===== src/rtl/alu_seq_pkg.sv =====
// Shared types and constants for the ALU command sequencer.
package alu_seq_pkg;

    typedef enum logic [1:0] {
        IDLE = 2'd0,
        RUN  = 2'd1,
        GAP  = 2'd2,
        DONE = 2'd3
    } state_t;

    typedef struct packed {
        logic [2:0] func;
        logic [3:0] a;
    } cmd_t;

    localparam logic [2:0] FN_CONCAT = 3'd0;
    localparam logic [2:0] FN_RCADD  = 3'd1;
    localparam logic [2:0] FN_ADD    = 3'd2;
    localparam logic [2:0] FN_ORXOR  = 3'd3;
    localparam logic [2:0] FN_REDOR  = 3'd4;
    localparam logic [2:0] FN_SHL    = 3'd5;
    localparam logic [2:0] FN_SHR    = 3'd6;
    localparam logic [2:0] FN_MUL    = 3'd7;

    // 8-bit increment that sticks at 255.
    function automatic logic [7:0] sat_inc8(input logic [7:0] v);
        return (v == 8'hFF) ? v : v + 8'd1;
    endfunction

endpackage


===== src/rtl/alu_seq_prog_mem.sv =====
// Program store: DEPTH x 7-bit register file, synchronous write,
// asynchronous read, storage is not reset.
module alu_seq_prog_mem
    import alu_seq_pkg::*;
#(
    parameter int DEPTH = 8,
    parameter int AW    = 3
) (
    input  logic          clk,
    input  logic          we,
    input  logic [AW-1:0] waddr,
    input  cmd_t          wdata,
    input  logic [AW-1:0] raddr,
    output cmd_t          rdata
);

    cmd_t mem [DEPTH];

    // Store one command entry per accepted write.
    always_ff @(posedge clk) begin
        if (we) begin
            mem[waddr] <= wdata;
        end
    end

    assign rdata = mem[raddr];

endmodule


===== src/rtl/alu_cmd_sequencer.sv =====
// ALU command sequencer: holds a short program of {func, a} entries and
// issues them in order over a valid/ready handshake with optional pacing.
// Optional feature macro: ALU_SEQ_LOOP_EN (wrap to entry 0 after the last
// entry instead of stopping in DONE).
module alu_cmd_sequencer
    import alu_seq_pkg::*;
#(
    parameter int DEPTH = 8,
    parameter int AW    = 3,
    parameter int PACE  = 0
) (
    input  logic          clk,
    input  logic          reset_n,
    input  logic          wr_en,
    input  logic [2:0]    wr_func,
    input  logic [3:0]    wr_a,
    input  logic          clear,
    input  logic          start,
    input  logic          abort,
    output logic          out_valid,
    input  logic          out_ready,
    output logic [2:0]    out_func,
    output logic [3:0]    out_a,
    output logic          busy,
    output logic          done,
    output logic [AW:0]   prog_len,
    output logic          prog_full,
    output logic [7:0]    issue_count,
    output logic          wr_err
);

    localparam logic [7:0]    PACE_L  = 8'(PACE);
    localparam logic [AW:0]   DEPTH_L = (AW+1)'(DEPTH);
    localparam logic [AW:0]   ONE_L   = (AW+1)'(1);
    localparam logic [AW-1:0] PTR_ONE = AW'(1);

    state_t        state, state_n;
    logic [AW-1:0] rd_ptr, rd_ptr_n;
    logic [7:0]    gap_cnt, gap_n;
    logic [AW:0]   len_n;
    logic [7:0]    cnt_n;
    logic          done_n, wr_err_n, out_valid_n, busy_n, prog_full_n;
    logic [2:0]    func_n;
    logic [3:0]    a_n;
    logic          mem_we, hs, last;
    cmd_t          wr_cmd, rd_cmd;

    assign wr_cmd = {wr_func, wr_a};
    assign hs     = out_valid && out_ready;
    assign last   = ({1'b0, rd_ptr} == (prog_len - ONE_L));

    // Read address follows the next pointer so the registered outputs
    // already carry the entry that will be current in the next cycle.
    alu_seq_prog_mem #(
        .DEPTH(DEPTH),
        .AW   (AW)
    ) u_mem (
        .clk  (clk),
        .we   (mem_we),
        .waddr(prog_len[AW-1:0]),
        .wdata(wr_cmd),
        .raddr(rd_ptr_n),
        .rdata(rd_cmd)
    );

    // State and registered outputs.
    always_ff @(posedge clk) begin
        if (!reset_n) begin
            state       <= IDLE;
            rd_ptr      <= '0;
            gap_cnt     <= '0;
            prog_len    <= '0;
            prog_full   <= 1'b0;
            issue_count <= '0;
            done        <= 1'b0;
            wr_err      <= 1'b0;
            out_valid   <= 1'b0;
            busy        <= 1'b0;
            out_func    <= '0;
            out_a       <= '0;
        end else begin
            state       <= state_n;
            rd_ptr      <= rd_ptr_n;
            gap_cnt     <= gap_n;
            prog_len    <= len_n;
            prog_full   <= prog_full_n;
            issue_count <= cnt_n;
            done        <= done_n;
            wr_err      <= wr_err_n;
            out_valid   <= out_valid_n;
            busy        <= busy_n;
            out_func    <= func_n;
            out_a       <= a_n;
        end
    end

    // Next-state logic and next values of all registered outputs.
    always_comb begin
        state_n  = state;
        rd_ptr_n = rd_ptr;
        gap_n    = gap_cnt;
        len_n    = prog_len;
        cnt_n    = issue_count;
        done_n   = done;
        wr_err_n = 1'b0;
        mem_we   = 1'b0;

        unique case (state)
            IDLE, DONE: begin
                // clear > wr_en > start; lower requests are dropped.
                if (clear) begin
                    len_n   = '0;
                    done_n  = 1'b0;
                    state_n = IDLE;
                end else if (wr_en) begin
                    if (prog_full) begin
                        wr_err_n = 1'b1;
                    end else begin
                        mem_we  = 1'b1;
                        len_n   = prog_len + ONE_L;
                        done_n  = 1'b0;
                        state_n = IDLE;
                    end
                end else if (start && (prog_len != '0)) begin
                    rd_ptr_n = '0;
                    cnt_n    = '0;
                    done_n   = 1'b0;
                    state_n  = RUN;
                end
            end
            RUN: begin
                if (wr_en) wr_err_n = 1'b1;
                if (hs) cnt_n = sat_inc8(issue_count);
                if (abort) begin
                    state_n = IDLE;
                end else if (hs) begin
                    if (last) begin
`ifdef ALU_SEQ_LOOP_EN
                        rd_ptr_n = '0;
                        gap_n    = PACE_L;
                        state_n  = (PACE_L != '0) ? GAP : RUN;
`else
                        state_n  = DONE;
                        done_n   = 1'b1;
`endif
                    end else begin
                        rd_ptr_n = rd_ptr + PTR_ONE;
                        gap_n    = PACE_L;
                        state_n  = (PACE_L != '0) ? GAP : RUN;
                    end
                end
            end
            GAP: begin
                if (wr_en) wr_err_n = 1'b1;
                if (abort) begin
                    state_n = IDLE;
                end else if (gap_cnt <= 8'd1) begin
                    state_n = RUN;
                end else begin
                    gap_n = gap_cnt - 8'd1;
                end
            end
            default: state_n = IDLE;
        endcase

        out_valid_n = (state_n == RUN);
        busy_n      = (state_n == RUN) || (state_n == GAP);
        prog_full_n = (len_n == DEPTH_L);
        func_n      = out_valid_n ? rd_cmd.func : out_func;
        a_n         = out_valid_n ? rd_cmd.a    : out_a;
    end

endmodule


===== config.mk =====
export PLATFORM = sky130hd
export DESIGN_NAME = alu_cmd_sequencer
export DESIGN_NICKNAME = d
export VERILOG_FILES = /design/src/rtl/alu_seq_pkg.sv /design/src/rtl/alu_seq_prog_mem.sv /design/src/rtl/alu_cmd_sequencer.sv
export SDC_FILE = /design/constraint.sdc
export NUM_CORES = 1
export LEC_CHECK = 0
export ABC_CLOCK_PERIOD_IN_PS = 3200
export CORE_UTILIZATION = 54
export CTS_BUF_LIST = sky130_fd_sc_hd__clkbuf_2 sky130_fd_sc_hd__clkbuf_4 sky130_fd_sc_hd__clkbuf_8
export CTS_CLUSTER_DIAMETER = 150
export DETAILED_ROUTE_END_ITERATION = 6
export GPL_TIMING_DRIVEN = 1
export PLACE_DENSITY = 0.86
export RECOVER_POWER = 100
export SYNTH_ARGS = -nofsm -noshare
export SYNTH_HDL_FRONTEND = slang
export SYNTH_SLANG_ARGS = --single-unit

===== constraint.sdc =====
create_clock -name clk -period 3.2 [get_ports clk]
set_input_delay 0.96 -clock clk [delete_from_list [all_inputs] [get_ports clk]]
set_output_delay 0.96 -clock clk [all_outputs]
set_load 0.005 [all_outputs]

# Word level (Yosys, flattened, before mapping)
# Memories as Yosys holds them, arrays and structs flattened. A register that Yosys moved wholly into a read port is not among the register bits.
# Cells that the tools add are included.
# Widths: inputs -> output; s select.
# totals
mem_bits_rw,56
out_inout_bits,24
ff_bits,30
memories,1
word_cells,102
mem_bits_ro,0
input_bits,14
latchBits,0
# mem_list
memory,words,width,rd,rd_ports_with_merged_regs,wr,line_no,source
u_mem.mem,8,7,1,1,1,alu_seq_prog_mem.sv:17,cmd_t mem [DEPTH];
# classes
eq_ne,20
mux,52
reduce_logical,13
bitwise,0
div,0
shifts,0
multipliers,0
n_lt_le_gt_ge,1
addsub,5
# op_table
operator,n
$mux 8,10
$pmux 8 s2,2
$ne 2x2->1 const B,10
$mux 2,9
$mux 3,6
$reduce_and 6->1,3
$mux 1,17
$mux 4,4
$add 8x1->8 const B,1
$eq 8x8->1 const B,1
$le 8x1->1 const B,1
$ne 4x4->1 const B,2
$sub 8x1->8 const B,1
$eq 2x2->1 const B,3
$pmux 2 s3,1
$pmux 3 s2,1
$add 4x1->4 const B,1
$eq 2x1->1 const B,2
$eq 3x4->1,1
$eq 4x4->1 const B,1
$pmux 1 s2,2
$reduce_bool 2->1,2
$reduce_bool 4->1,1
$reduce_or 2->1,2
6 further kinds,7

# Longest topological paths before layout
# logic_depth
depth_word,8
mapped_depth,15
mapped_depth_nobuf,13

# By module
# Synthesis repeated with hierarchy kept, for this count alone.
# unflattened
cells_unflattened,323
hier_area_um2,4249.1
# by_module_without_submodules
module,n_inst,seq_area_each_um2,area_each_um2,cells_each
alu_seq_prog_mem,1,1681.6,2225.9,94
alu_cmd_sequencer,1,740.7,2023.2,229

# Least setup slack after synthesis
# No wires, ideal clock.
# synth_timing
kind,reg-to-reg
startpoint,reg prog_len[1]
endpoint,reg out_a[0] (read register of u_mem.mem)
required_time_ns,3.061
arrival_time_ns,2.867
stages_incl_launch_ff,14
path_slack_ns,0.194
setup_ns,0.139
synth_period_minus_slack_ns,3.006
path_buffers,2
path_cell_list,dfxtp_1 -> inv_1 -> ha_1 -> xor2_1 -> a211oi_1 -> nor2_1 -> a32oi_1 -> ha_1 -> clkbuf_1 -> inv_1 -> or3b_1 -> clkbuf_1 -> o31ai_1 -> a211oi_1
# synth_between
elab_chain_len,7
word_cells_on_any_way,19
cone_classes,add/sub: 1; eq/ne: 2; mux: 14; reduce/logical: 2
# synth_rtl
element,line_no,source
"start, declared",alu_cmd_sequencer.sv:26,"output logic [AW:0] prog_len,"
"start signal, assigned",alu_cmd_sequencer.sv:85,prog_len <= len_n;
$sub 4x1->4 or $reduce_bool 4->1 (tied branches),"alu_cmd_sequencer.sv:50, alu_cmd_sequencer.sv:124",
$eq 3x4->1 or $logic_and 1x1->1 (tied branches),"alu_cmd_sequencer.sv:50, alu_cmd_sequencer.sv:124",
$mux 2 (on tied branches),"alu_cmd_sequencer.sv:137, alu_cmd_sequencer.sv:124",
$mux 2 (on tied branches),"alu_cmd_sequencer.sv:136, alu_cmd_sequencer.sv:115",
$mux 2 (on tied branches),"alu_cmd_sequencer.sv:134, alu_cmd_sequencer.sv:111",
$pmux 2 s3 (*),alu_cmd_sequencer.sv:108,unique case (state)
$eq 2x1->1 (*),alu_cmd_sequencer.sv:166,out_valid_n = (state_n == RUN);
named net out_valid_n,alu_cmd_sequencer.sv:42,"logic done_n, wr_err_n, out_valid_n, busy_n, prog_full_n;"
"end, declared",alu_cmd_sequencer.sv:23,"output logic [3:0] out_a,"
# Mark *: on every way through the listed nets, which the timed path passes. The rest lies on a longest branch.
# A chain may end at the register's enable or synchronous reset.

# Worst setup path in the final report
# layout_timing
startpoint,in out_ready
endpoint,reg out_a[2] (read register of u_mem.mem)
# layout_between
elab_chain_len,5
word_cells_on_any_way,8
cone_classes,eq/ne: 1; mux: 6; reduce/logical: 1
# layout_rtl
element,line_no,source
"start, declared",alu_cmd_sequencer.sv:21,"input logic out_ready,"
$logic_and 1x1->1 (*),alu_cmd_sequencer.sv:49,assign hs = out_valid && out_ready;
$mux 2,alu_cmd_sequencer.sv:136,end else if (hs) begin
$mux 2,alu_cmd_sequencer.sv:134,if (abort) begin
$pmux 2 s3,alu_cmd_sequencer.sv:108,
$eq 2x1->1,alu_cmd_sequencer.sv:166,
# Mark *: on every way between the ends. The rest lies on a longest branch, timed or not.

==> results.md <==
- Status: completed
- Final Hold Viols: 0
- Synth-to-layout area growth: 19.0%
- Largest net degree at the start of global routing: 37
- Critical-path top delay cell: clkdlybuf4s50_1
- Cells after synthesis: 385
- CP startpoint kind: primary input
- IO Port Bufs: 37
- Crit Path Class: primary input to flop
- Post-Syn Area per Cell: 11.1 sq um
- Ports: 38
- Fillers: 552
- Post-synthesis net count: 408
- GRT Overall Usage: 0.239
- Hold buffer count at cts: 0
- Via/cell ratio: 5.89
- Final Max Tran Viols: 0
- Final core occ: 0.664
- Placement Cell Area: 0.00491 sq mm
- Netlist cell types: 50
- Power Density: 426 mW/mm^2
- Fin area: 0.00510 sq mm
- Gr ovfl total: 0
- Num CTS Buffers: 9
- Synth Register Bits: 93
- Placer Congestion: 0.852
- N_diodes: 0
- Min cycle time layout: 3.05 ns
- CTS tree: yes
- Worst skew pair latency: 0.38 ns
- Num rows: 32
- TNS Setup: 0 ns
- Most common cell after layout, fill and taps aside: edfxtp_1
- Drt pass-1 iters: 4
- Vias in the first global route: 3226
- Routed WL: 9250 um
- Crit-path max cell delay: 0.50 ns
- CP Capture Type: flop
- Share of layout cells above drive strength 1: 0.101
- 1st-iter DRT viols: 206
- Clock-pin transition on the worst setup and hold timing paths: 0.10 ns
- Nets: 463
- WP buf/inv: 2
- Critical Path Most Common Cell: a211oi_1
- Static leakage: 1.81 nW
- Top_reg_cell synth: edfxtp_1
- Worst slew margin: 0.537
- Design Power: 2.17 mW
- Total of max-cap violations: 0
- Share of synthesized registers carrying an async set or reset: 0
- Initial antenna violation count: 0
- Core area: 0.00769 sq mm
- Maximum clock frequency: 327 MHz
- Crit path max fanout: 20
- DIE AREA: 0.00830 sq mm
- Wire per inst: 16.9 um
- Clock buffer depth: 2
- Fin crit share: 0.954
- CP arrival: 3.29 ns
- Vias: 3220
- # DRC: 0
- Clock skew: 0.0119 ns
- H-tree depth reported by CTS: 3
- Remaining antenna violation count: 0
- Global-route wire length before repair: 15300 um
- VDD IR-drop max: 0.324 mV
- Post-synth EDFFs: 56
- Clock root cell: clkbuf_8
- Starting Density: 0.558
- RSZ-0062 raised after global routing: true
- Commonest cells after routing, fill and taps aside: 56 x edfxtp_1, 38 x nor2_1, 37 x dfxtp_1
- Top delay family on crit path: compound AO/OA/AOI/OAI gates
- Die width: 91.1 um
- Clock sink count: 93
- CP required: 3.44 ns
- Die H: 91.1 um
- Final setup fails: 0
- Post-Syn Area: 0.00429 sq mm
- Crit-path cells: clkdlybuf4s50_1, and2_0, nand2b_1, a211o_1, a32oi_4, buf_12, nand2_1, a211oi_1, a211oi_1
- Worst Tran Pin Value: 0.692 ns
- YS warnings: 0
- Hold/Removal Path Class: flop to flop
- Seq/Total Area, Yosys: 0.565
- Dpl hpwl: 6570 um
## where the power goes
group | leakage, nW | switching (mW) | internal [mW]
registers | 0.804 | 0.00272 | 1.27
logic | 0.900 | 0.0527 | 0.0386
clock network | 0.106 | 0.487 | 0.317
total | 1.81 | 0.543 | 1.63
## cell families after synthesis
kind of cell / after synthesis / share of synthesized area
adder cells (fa/ha/maj): 9 / 0.0263
AND/OR/NAND/NOR: 133 / 0.159
AO/OA/AOI/OAI: 107 / 0.185
flip-flops: 93 / 0.565
XOR/XNOR: 17 / 0.0347
buffers and inverters: 26 / 0.0304
## layer usage
| layer | share of wire | vias to the layer above | global-route usage |
|---|---|---|---|
| met2 | 0.51 | 110 | 0.402 |
| li1 | - | 1550 | - |
| met3 | 0.059 | 19 | 0.0519 |
| met4 | 0.020 | 0 | 0.111 |
| met1 | 0.41 | 1541 | 0.293 |
| met5 | 0 | - | 0 |
## layout make-up
type                    instances  area, sq um  share of cell area
clock inverters                 7         81.3              0.0159
flip-flops and latches         93         2420               0.475
clock buffers                   9          124              0.0243
multi-input cells             266         1750               0.343
repair buffers                 62          569               0.112
well taps                     102          128              0.0250
inverters                       8         30.0             0.00589
## flip-flops by register name, summed over array words and instances, names as in the netlist
signal and flops:
gap_cnt 8, done 1, prog_full 1, out_a 4
prog_len 4, state 2, wr_err 1, out_valid 1
u_mem.mem 56, issue_count 8, rd_ptr 3, out_func 3
busy 1
## worst register-to-register path, stage by stage, from the launching register on
cell and delay (ns):
dfxtp_1 0.34, inv_1 0.07, ha_1 0.34, xnor2_1 0.18, a211oi_2 0.43, a21boi_1 0.12
o211ai_1 0.32, buf_4 0.28, nand3_1 0.27, a211oi_1 0.39, a211oi_1 0.11
## final timing paths
kind	start	to	slack (ns)	depth (start not counted)
hold reg to reg	issue_count[5]$_SDFFE_PN0P_	issue_count[5]$_SDFFE_PN0P_	0.51	2
setup / recovery	out_ready	out_a[2]$_SDFFE_PN0P_	0.15	9
setup reg to reg	prog_len[1]$_SDFF_PN0_	out_a[2]$_SDFFE_PN0P_	0.22	10
hold / removal	issue_count[5]$_SDFFE_PN0P_	issue_count[5]$_SDFFE_PN0P_	0.51	2
## timing repair
item | 4_1_cts | 5_1_grt
endpoints found under the setup margin | 0 | 7
setup buffers | 0 | 0
gates resized for setup | 0 | 4
endpoints found under the hold margin | 0 | 0
## cells in the mapped netlist, types with 3 or more instances
master,instances,area share
a211o_1,3,0.0061
a211oi_1,17,0.030
a21boi_0,9,0.016
a21oi_1,6,0.0070
a31oi_1,9,0.013
a32o_1,7,0.016
and2_1,9,0.013
and3_1,16,0.023
buf_2,4,0.0047
buf_6,3,0.0079
clkbuf_1,9,0.0079
dfxtp_1,37,0.17
edfxtp_1,56,0.39
ha_1,9,0.026
inv_1,8,0.0070
nand2_1,23,0.020
nand2b_1,7,0.010
nand3_1,12,0.014
nand4_1,3,0.0044
nor2_1,38,0.033
nor2b_1,5,0.0073
nor3_1,5,0.0058
o211ai_1,4,0.0070
o21a_1,8,0.014
o21ai_0,27,0.032
o31ai_1,8,0.014
xnor2_1,6,0.012
xor2_1,11,0.022
## metrics by stage
step / hold slack, ns / cells / worst slack, ns
2_1_floorplan: 0.476 / 385 / 0.194
3_3_place_gp: 0.482 / 531 / -0.0682
3_5_place_dp: 0.499 / 531 / -0.262
4_1_cts: 0.514 / 547 / 0.146
5_1_grt: 0.542 / 547 / -0.0321
6_report: 0.506 / 547 / 0.147
Note: power is estimated with default switching activity, not from simulation.
